## config.mk

```make
export PLATFORM = sky130hd
export DESIGN_NAME = smol_fetch_seq
export DESIGN_NICKNAME = d
export VERILOG_FILES = /design/src/rtl/smol_pkg.sv /design/src/rtl/smol_ibuf.sv /design/src/rtl/smol_fetch_seq.sv
export SDC_FILE = /design/constraint.sdc
export NUM_CORES = 1
export LEC_CHECK = 0
export CORE_AREA = 2 2 160 162
export DETAILED_ROUTE_END_ITERATION = 8
export DIE_AREA = 0 0 162 164
export GPL_TIMING_DRIVEN = 0
export HOLD_SLACK_MARGIN = 0.1
export MAX_ROUTING_LAYER = met4
export SLEW_MARGIN = 0
export SYNTH_ARGS = -nofsm -noshare
export SYNTH_HDL_FRONTEND = slang
export SYNTH_SLANG_ARGS = --single-unit
```

## constraint.sdc

```tcl
create_clock -name clk -period 6.1 [get_ports clk]
set_input_delay 0.915 -clock clk [delete_from_list [all_inputs] [get_ports clk]]
set_output_delay 0.915 -clock clk [all_outputs]
set_load 0.01 [all_outputs]
```

## src/rtl/smol_pkg.sv

```systemverilog
// Shared types and constants for the smol fetch front end.
package smol_pkg;
  localparam int XLEN   = 32;
  localparam int ILEN   = 32;
  localparam int IBUF_W = XLEN + ILEN;

  localparam logic [XLEN-1:0] RESET_PC_DEFAULT = 32'h0000_0000;
  localparam logic [XLEN-1:0] PC_STEP          = 32'd4;
  localparam logic [XLEN-1:0] ALIGN_MASK       = 32'hFFFF_FFFC;

  typedef enum logic [1:0] {
    IDLE = 2'd0,
    REQ  = 2'd1,
    WAIT = 2'd2
  } fetch_state_t;

  function automatic logic [XLEN-1:0] word_align(input logic [XLEN-1:0] a);
    return a & ALIGN_MASK;
  endfunction
endpackage

```

## src/rtl/smol_ibuf.sv

```systemverilog
// Instruction buffer: synchronous FIFO of {pc, instr} with a single-cycle flush.
// The head entry is read straight from the storage registers (no read latency).
module smol_ibuf
  import smol_pkg::*;
#(
  parameter int WIDTH = IBUF_W,
  parameter int DEPTH = 2,
  localparam int PW = $clog2(DEPTH),
  localparam int CW = PW + 1
) (
  input  logic             clk,
  input  logic             rst_n,
  input  logic             i_flush,
  input  logic             i_push,
  input  logic             i_pop,
  input  logic [WIDTH-1:0] i_wdata,
  output logic [WIDTH-1:0] o_rdata,
  output logic [CW-1:0]    o_count
);
  logic [WIDTH-1:0] r_mem [DEPTH];
  logic [PW-1:0]    r_wr_ptr;
  logic [PW-1:0]    r_rd_ptr;
  logic [CW-1:0]    r_count;

  // Flush wins over push and pop; storage is not cleared, only the pointers.
  always_ff @(posedge clk or negedge rst_n) begin
    if (!rst_n) begin
      for (int i = 0; i < DEPTH; i++) r_mem[i] <= '0;
      r_wr_ptr <= '0;
      r_rd_ptr <= '0;
      r_count  <= '0;
    end else if (i_flush) begin
      r_wr_ptr <= '0;
      r_rd_ptr <= '0;
      r_count  <= '0;
    end else begin
      if (i_push) begin
        r_mem[r_wr_ptr] <= i_wdata;
        r_wr_ptr        <= r_wr_ptr + PW'(1);
      end
      if (i_pop) r_rd_ptr <= r_rd_ptr + PW'(1);
      case ({i_push, i_pop})
        2'b10:   r_count <= r_count + CW'(1);
        2'b01:   r_count <= r_count - CW'(1);
        default: r_count <= r_count;
      endcase
    end
  end

  assign o_rdata = r_mem[r_rd_ptr];
  assign o_count = r_count;
endmodule

```

## src/rtl/smol_fetch_seq.sv

```systemverilog
// Fetch sequencer: issues one instruction-memory request at a time and queues
// {pc, instr} responses for the decoder, with redirect/flush support.
module smol_fetch_seq
  import smol_pkg::*;
#(
  parameter logic [XLEN-1:0] RESET_PC   = RESET_PC_DEFAULT,
  parameter int              IBUF_DEPTH = 2
) (
  input  logic            clk,
  input  logic            rst_n,
  input  logic            fetch_en,
  output logic            imem_req,
  output logic [XLEN-1:0] imem_addr,
  input  logic            imem_gnt,
  input  logic            imem_rvalid,
  input  logic [ILEN-1:0] imem_rdata,
  input  logic            redirect,
  input  logic [XLEN-1:0] redirect_pc,
  output logic            dec_valid,
  output logic [ILEN-1:0] dec_instr,
  output logic [XLEN-1:0] dec_pc,
  input  logic            dec_ready,
  output logic            busy,
  output fetch_state_t    dbg_state
);
  localparam int              CW         = $clog2(IBUF_DEPTH) + 1;
  localparam logic [CW:0]     L_DEPTH    = (CW + 1)'(IBUF_DEPTH);
  localparam logic [XLEN-1:0] L_RESET_PC = word_align(RESET_PC);

  fetch_state_t       r_state;
  fetch_state_t       w_next_state;
  logic [XLEN-1:0]    r_pc;
  logic [XLEN-1:0]    r_req_pc;
  logic               r_discard;
  logic               w_grant;
  logic               w_rsp;
  logic               w_push;
  logic               w_pop;
  logic [CW-1:0]      w_count;
  logic [CW:0]        w_count_after;
  logic               w_space_idle;
  logic               w_space_wait;
  logic [IBUF_W-1:0]  w_head;

  // Memory side: a request is accepted when imem_req & imem_gnt in the same cycle.
  // Decoder side: the head entry moves when dec_valid & dec_ready; redirect voids it.
  assign w_grant = (r_state == REQ) && imem_gnt;
  assign w_rsp   = (r_state == WAIT) && imem_rvalid;
  assign w_push  = w_rsp && !r_discard && !redirect;
  assign w_pop   = dec_valid && dec_ready && !redirect;

  assign w_count_after = {1'b0, w_count} + {{CW{1'b0}}, w_push} - {{CW{1'b0}}, w_pop};
  assign w_space_idle  = {1'b0, w_count} < L_DEPTH;
  assign w_space_wait  = w_count_after < L_DEPTH;

  always_ff @(posedge clk or negedge rst_n) begin
    if (!rst_n) r_state <= IDLE;
    else        r_state <= w_next_state;
  end

  // A redirect flushes the buffer, so a response arriving with it always finds room.
  always_comb begin
    w_next_state = r_state;
    unique case (r_state)
      IDLE:    if (fetch_en && w_space_idle) w_next_state = REQ;
      REQ:     if (imem_gnt) w_next_state = WAIT;
      WAIT:    if (w_rsp) w_next_state = (fetch_en && (redirect || w_space_wait)) ? REQ : IDLE;
      default: w_next_state = IDLE;
    endcase
  end

  always_comb begin
    imem_req = (r_state == REQ);
    busy     = (r_state != IDLE);
  end

  always_ff @(posedge clk or negedge rst_n) begin
    if (!rst_n) begin
      r_pc      <= L_RESET_PC;
      r_req_pc  <= L_RESET_PC;
      r_discard <= 1'b0;
    end else begin
      if (redirect)     r_pc <= word_align(redirect_pc);
      else if (w_grant) r_pc <= r_pc + PC_STEP;
      if (w_grant) r_req_pc <= r_pc;
      // A response arriving together with a redirect is itself the dropped one.
      if (w_rsp)
        r_discard <= 1'b0;
      else if (redirect && ((r_state == WAIT) || w_grant))
        r_discard <= 1'b1;
    end
  end

  smol_ibuf #(
    .WIDTH (IBUF_W),
    .DEPTH (IBUF_DEPTH)
  ) u_ibuf (
    .clk     (clk),
    .rst_n   (rst_n),
    .i_flush (redirect),
    .i_push  (w_push),
    .i_pop   (w_pop),
    .i_wdata ({r_req_pc, imem_rdata}),
    .o_rdata (w_head),
    .o_count (w_count)
  );

  assign imem_addr = r_pc;
  assign dec_valid = (w_count != '0);
  assign dec_pc    = w_head[IBUF_W-1:ILEN];
  assign dec_instr = w_head[ILEN-1:0];
  assign dbg_state = r_state;
endmodule

```

==> metrics, run 1 <==
status=finished clean; Synth cell types=41; #FFs+latches synth=roughly 190; # clock sinks=191; largest cells by area after synthesis=dfrtp_1 55%, mux2_2 24%, nand2_1 5.7%; Async S/R FF share, synth=1.00; simple-gate portion of the synthesized area=0.107; leakage power=5.15 nW; Max Freq=0.266 GHz; gpl congestion=about 0.78; Area Overhead vs Synth=31.4%; Post-DRT Antenna Nets=0; H-tree levels=4; Startpoint Class=flip-flop; slowest stage cell, crit path=clkbuf_1; Die Wd=162 um; fin crit share=0.616; clk slew on worst S/H paths=0.08 ns; register area share after synthesis=0.555; mux contribution to synthesized area=0.245; Core Region=approximately 25000 sq um; Crit Path Max Fanout=10; Post-Syn Area=8620 sq um; Finished Core Util=0.456; Syn Area/Cell=12.3 sq um; Initial Util=0.347; total die area=around 27000 sq um; Slew @ Worst Pin=0.748 ns; routed vias/inst=4.71; post-synth top area share=0.555; first-pass GRT wire length=approximately 33 mm; FP Rows=58; ys flop type=dfrtp_1; # Post-CTS Setup Buffers=0; HPWL after DPL=14.4 mm; IO Port Bufs=165; top post-synthesis cells by count=191 x dfrtp_1, 182 x mux2_2, 130 x nand2_1, 19 x o21ai_0, 19 x xnor2_1; Hold Fails Final Rpt=0; Critical Path RT=5.18 ns; initial antenna violation count=0; fin. max-slew vios=0; max incr delay on CP=0.64 ns; routed len/inst=16.5 um; Max-cap violations=0; nets=963; Die Height=164 um; Power Dens Cells=roughly 370 nW/um^2; warnings from Yosys=0; CTS tree=done; Rel. slew slack=0.502; Reg area=4780 sq um; Initial DRC Count=238; main combinational cell family by area after synthesis=multiplexers; hold buffer count at cts=0; multi-input logic area=3610 sq um; gr usage total=0.164; share of cells above drive strength 1=0.276; synthesized-area fraction occupied by adder cells=0.00813; number of global-route vias before repair=6159; post-synth top area cell=dfrtp_1; top-count cell post-synth=dfrtp_1; Diodes inserted=0; Remaining Overflow, GRT=0; Total Wirelength=20.3 mm; CP most frequent cell=clkbuf_1; xor and xnor area share after synthesis=0.0325; Setup Total Neg Slack=0 ns; routed via count=5788; CTS root buf=clkbuf_16; RSZ-0062 raised after global routing=no; cells after synthesis=699; critical path cell sequence=clkbuf_1, clkbuf_1, mux2_2, clkdlybuf4s50_1; Skew-Pair Late Insertion Delay=between 0.4 and 0.5 ns; overall power=approximately 0.0042 W; CTS Buf Count=17; largest net degree at the start of global routing=108; first drt pass iteration count=4; I/O pin total=172; kind of end point of the critical path=output pin; Post-route DRC=0; worst setup path class=flip-flop to output pin; skew final=approximately 0.013 ns; number of fill cells in the layout=2362; number of synthesized flops with an enable pin=0; Worst Path Arrival=roughly 2.8 ns; Period minus WS final=roughly 3.8 ns; Final setup viols=0; CTS max path bufs=2; min-delay worst type=input pin to async pin; post-cts sizing count=0; Compound-Gate Fraction of Synth Area=0.0248; VDD IR-drop max=between 150 and 200 uV
area by class of cell:
class	count	area share
flip-flops and latches	191	0.422
multi-input cells	463	0.319
repair buffers	166	0.149
clock buffers	17	0.0376
well taps	330	0.0365
plain buffers	41	0.0185
clock inverters	15	0.0150
inverters	7	0.00232
report_power, final:
part           switching [W]  total [W]  internal (W)  leakage (nW)
Combinational       0.000513    0.00126      0.000746          2.34
Sequential          0.000207    0.00177       0.00156          2.52
Clock               0.000536    0.00112      0.000587         0.281
layer usage:
layer / global-route usage / share of wire
met1: 0.219 / 0.49
met2: 0.262 / 0.47
met4: 0.0362 / 0.0097
met3: 0.0318 / 0.035
met5: - / 0
registers in the layout, summed over array words and instances, names as in the netlist:
register / cells
r_req_pc: 30
u_ibuf.r_wr_ptr: 1
u_ibuf.r_mem: 124
dbg_state: 2
u_ibuf.o_count: 2
u_ibuf.r_rd_ptr: 1
r_discard: 1
imem_addr: 30
path summary, 6_finish.rpt:
kind	startpoint	end	slack [ns]	depth (start not counted)
setup reg to reg	dbg_state[0]	dbg_state[0]	3.59	9
hold reg to reg	u_ibuf.r_mem[68]	u_ibuf.r_mem[68]	0.49	1
max in group asynchronous	rst_n	u_ibuf.r_mem[92]	4.67	2
min in group clk	u_ibuf.r_mem[68]	u_ibuf.r_mem[68]	0.49	1
setup / recovery	u_ibuf.r_rd_ptr	dec_instr[31]	2.34	4
hold / removal	rst_n	imem_addr[6]	0.46	1
layout by cell type, fill, tap and decap left out, drive strengths merged, types with 6 or more instances in the layout:
cell / instances
dfrtp: 191
mux2: 186
clkdlybuf4s50: 164
nand2: 130
clkbuf: 33
o21ai: 32
buf: 27
xnor2: 19
inv: 16
xor2: 13
nor2: 12
nand4: 10
nand3: 9
nor4: 7
and3: 6
nor3: 6
worst max-delay path, delay by kind of cell, from the launching register on:
kind / cells / cell delay [ns]
multiplexers: 1 / 0.41
buffers and inverters: 3 / 1.67
flip-flops: 1 / 0.34
cells by family (layout without fill, tap and decap cells):
logic type	after synthesis	in the layout
buf+inv	48	246
flops	191	191
mux	188	188
simple gates	194	194
xor+xnor	32	32
fa+ha+maj	5	5
other cells	1	4
compound gates	40	40
stage by stage:
step | setup slack [ns] | area [sq um] | std cells | hold WS, ns
6_report | 2.34 | 11300 | 1230 | 0.458
5_1_grt | 2.15 | 11300 | 1230 | 0.496
4_1_cts | 2.20 | 11300 | 1230 | 0.485
3_5_place_dp | 2.35 | 10700 | 1198 | 0.477
3_3_place_gp | -4.05 | 10700 | 1197 | 0.469
2_1_floorplan | 3.41 | 8630 | 702 | 0.454
Note: power is estimated with default switching activity, not from simulation.
==> run 2, diff against run 1 <==
==> constraint.sdc (replaced) <==
create_clock -name clk -period 3.2 [get_ports clk]
set_input_delay 0.48 -clock clk [delete_from_list [all_inputs] [get_ports clk]]
set_output_delay 0.48 -clock clk [all_outputs]
set_load 0.01 [all_outputs]
==> run 2 against run 1 <==
  * Global-route usage about the same
  * Routed wire length decreased by 0.11%
  * Cell area is essentially flat
  * Clock-buffer cell count stayed put
  * Sequential power is 91% higher
  * Via count about the same
  * Utilization about the same
==> metrics, run 2 (synthesis gave the netlist of run 1 again) <==
status=finished clean; RSZ-0062 raised after global routing=no; Slew @ Worst Pin=0.671 ns (-0.0769 ns); # clock sinks=191 (unchanged); most frequent cells in the layout=191 x dfrtp_1, 182 x mux2_2, 164 x clkdlybuf4s50_1, 130 x nand2_1; Period minus WS final=roughly 3.0 ns; worst setup path class=flip-flop to output pin; crit path from=u_ibuf.r_rd_ptr; Post-DRT Antenna Nets=0 (unchanged); VDD IR-drop max=342 uV (+91%); IO Port Bufs=165 (unchanged); Initial DRC Count=226 (-5.0%); I/O pin total=172 (unchanged); HP Start=u_ibuf.r_mem[68]; leakage power=5.16 nW (+0.28%); FF-to-FF Start=u_ibuf.o_count[0]; Final setup viols=0 (unchanged); share of cells above drive strength 1=0.279 (+0.00333); nets=963 (unchanged); Finished Core Util=0.457 (about the same); clock network power share=0.270 (about the same); routed vias/inst=4.71 (about the same); FP Rows=58 (unchanged); final non-filler cell total=1230 (unchanged); DP Cell Count=1198 (unchanged); Worst Path Arrival=2.53 ns (-0.31 ns); first drt pass iteration count=4 (unchanged); # Post-CTS Setup Buffers=0 (unchanged); Diodes inserted=0 (unchanged); Min-Delay Endpoint=u_ibuf.r_mem[68]; H-tree levels=4 (unchanged); number of global-route vias before repair=6157 (-0.032%); skew final=0.0127 ns (-0.000514 ns); R2R setup slack=0.69 ns (-2.90 ns); routed len/inst=16.5 um (-0.11%); CTS root buf=clkbuf_16; worst flop-to-flop path endpoint=dbg_state[0]; HPWL after DPL=14.4 mm (unchanged); switching share of power=0.302 (-0.000710); Initial Util=0.347 (unchanged); Startpoint Class=flip-flop; gpl congestion=0.780 (unchanged); Internal Power=0.00553 W (+91%); fin. max-slew vios=0 (unchanged); first-pass GRT wire length=33.2 mm (about the same); Area Overhead vs Synth=31.5% (about the same); max reg flops=124 (unchanged); CTS Buf Count=17 (unchanged); Rel. slew slack=0.553 (+0.0512); Setup Total Neg Slack=0 ns (unchanged); total die area=26600 sq um (unchanged); initial antenna violation count=0 (unchanged); commonest non-fill, non-tap cell in the layout=dfrtp_1; Skew-Pair Late Insertion Delay=0.43 ns (about the same); kind of end point of the critical path=output pin; Total Wirelength=20.3 mm (-0.11%); min-delay worst type=flip-flop to flip-flop; r2r worst-path depth=11 (+2); Max Freq=0.332 GHz; hold depth=1; Die Height=164 um (unchanged); routed via count=5791 (+0.052%); Max-cap violations=0 (unchanged); largest net degree at the start of global routing=108 (unchanged); clk slew on worst S/H paths=0.07 ns (about the same); CTS max path bufs=2 (unchanged); Die Wd=162 um (unchanged); gr usage total=0.164 (about the same); Comb power frac=0.302 (about the same); Psw=0.00239 W (+90%); Core Region=24800 sq um (unchanged); Post-route DRC=0 (unchanged); Hold WS=0.485 ns (+0.0272 ns); Flop pwr share=0.427 (about the same); Remaining Overflow, GRT=0 (unchanged); Critical Path RT=2.72 ns (-2.46 ns); placed cell areas=10700 sq um (unchanged); fin crit share=0.942; post-layout instance area=11300 sq um (about the same); largest register by flop count=u_ibuf.r_mem; Power Dens Cells=698 nW/um^2 (+90%); Crit Path Max Fanout=10 (unchanged); CTS tree=done; Hold Fails Final Rpt=0 (unchanged)
run 2: area by class of cell:
| cell class | count | area [sq um] |
|---|---|---|
| Fill cell | 2361 | 13500 |
| Sequential cell | 191 | 4780 |
| Multi-Input combinational cell | 463 | 3610 |
| Timing Repair Buffer | 167 | 1690 |
| Clock buffer | 17 | 425 |
| Tap cell | 330 | 413 |
| Buffer | 40 | 209 |
| Clock inverter | 15 | 170 |
| Inverter | 7 | 26.3 |
run 2: how the worst max path moves through the flow:
stage          cells past startpoint               end  slack (ns)
4_1_cts                            3        dec_pc[16]        0.03
2_1_floorplan                     11      dbg_state[0]        0.88
5_1_grt                            3     dec_instr[18]        0.03
3_5_place_dp                      11      dbg_state[0]       -0.11
3_3_place_gp                       1  u_ibuf.r_mem[25]       -6.52
6_report                           3        dec_pc[14]        0.19
run 2: worst max-delay path: stages (launching register included):
cell             delay (ns)
dfrtp_1                0.66
clkbuf_1               0.54
mux2_2                 0.43
clkdlybuf4s50_1        0.49
run 2: per-stage QoR:
step                      setup slack, ns  power [W]
after floorplan                     0.876    0.00458
after global placement              -6.52    0.00582
after detailed placement           -0.110    0.00586
after CTS                          0.0284    0.00805
after global routing               0.0297    0.00842
final                               0.186    0.00791
run 2: routing by layer:
metal / share of wire / vias up / GRT usage
met4: 0.0082 / 0 / 0.0362
met1: 0.49 / 2879 / 0.219
met3: 0.034 / 10 / 0.0318
met5: 0 / - / -
li1: - / 2779 / -
met2: 0.47 / 123 / 0.261
run 2: power by group through the flow:
stage                     combinational, W  clock [W]  sequential [W]
final                              0.00239    0.00214         0.00338
after floorplan                    0.00127          0         0.00331
after global placement             0.00241          0         0.00341
after CTS                          0.00245    0.00221         0.00339
after global routing               0.00261    0.00233         0.00348
after detailed placement           0.00243          0         0.00343
run 2: repair_timing:
action	4_1_cts	5_1_grt
hold endpoints to repair	69	0
hold buffers	1	0
setup endpoints to repair	59	5
gates cloned	0	0
resized for setup	2	1
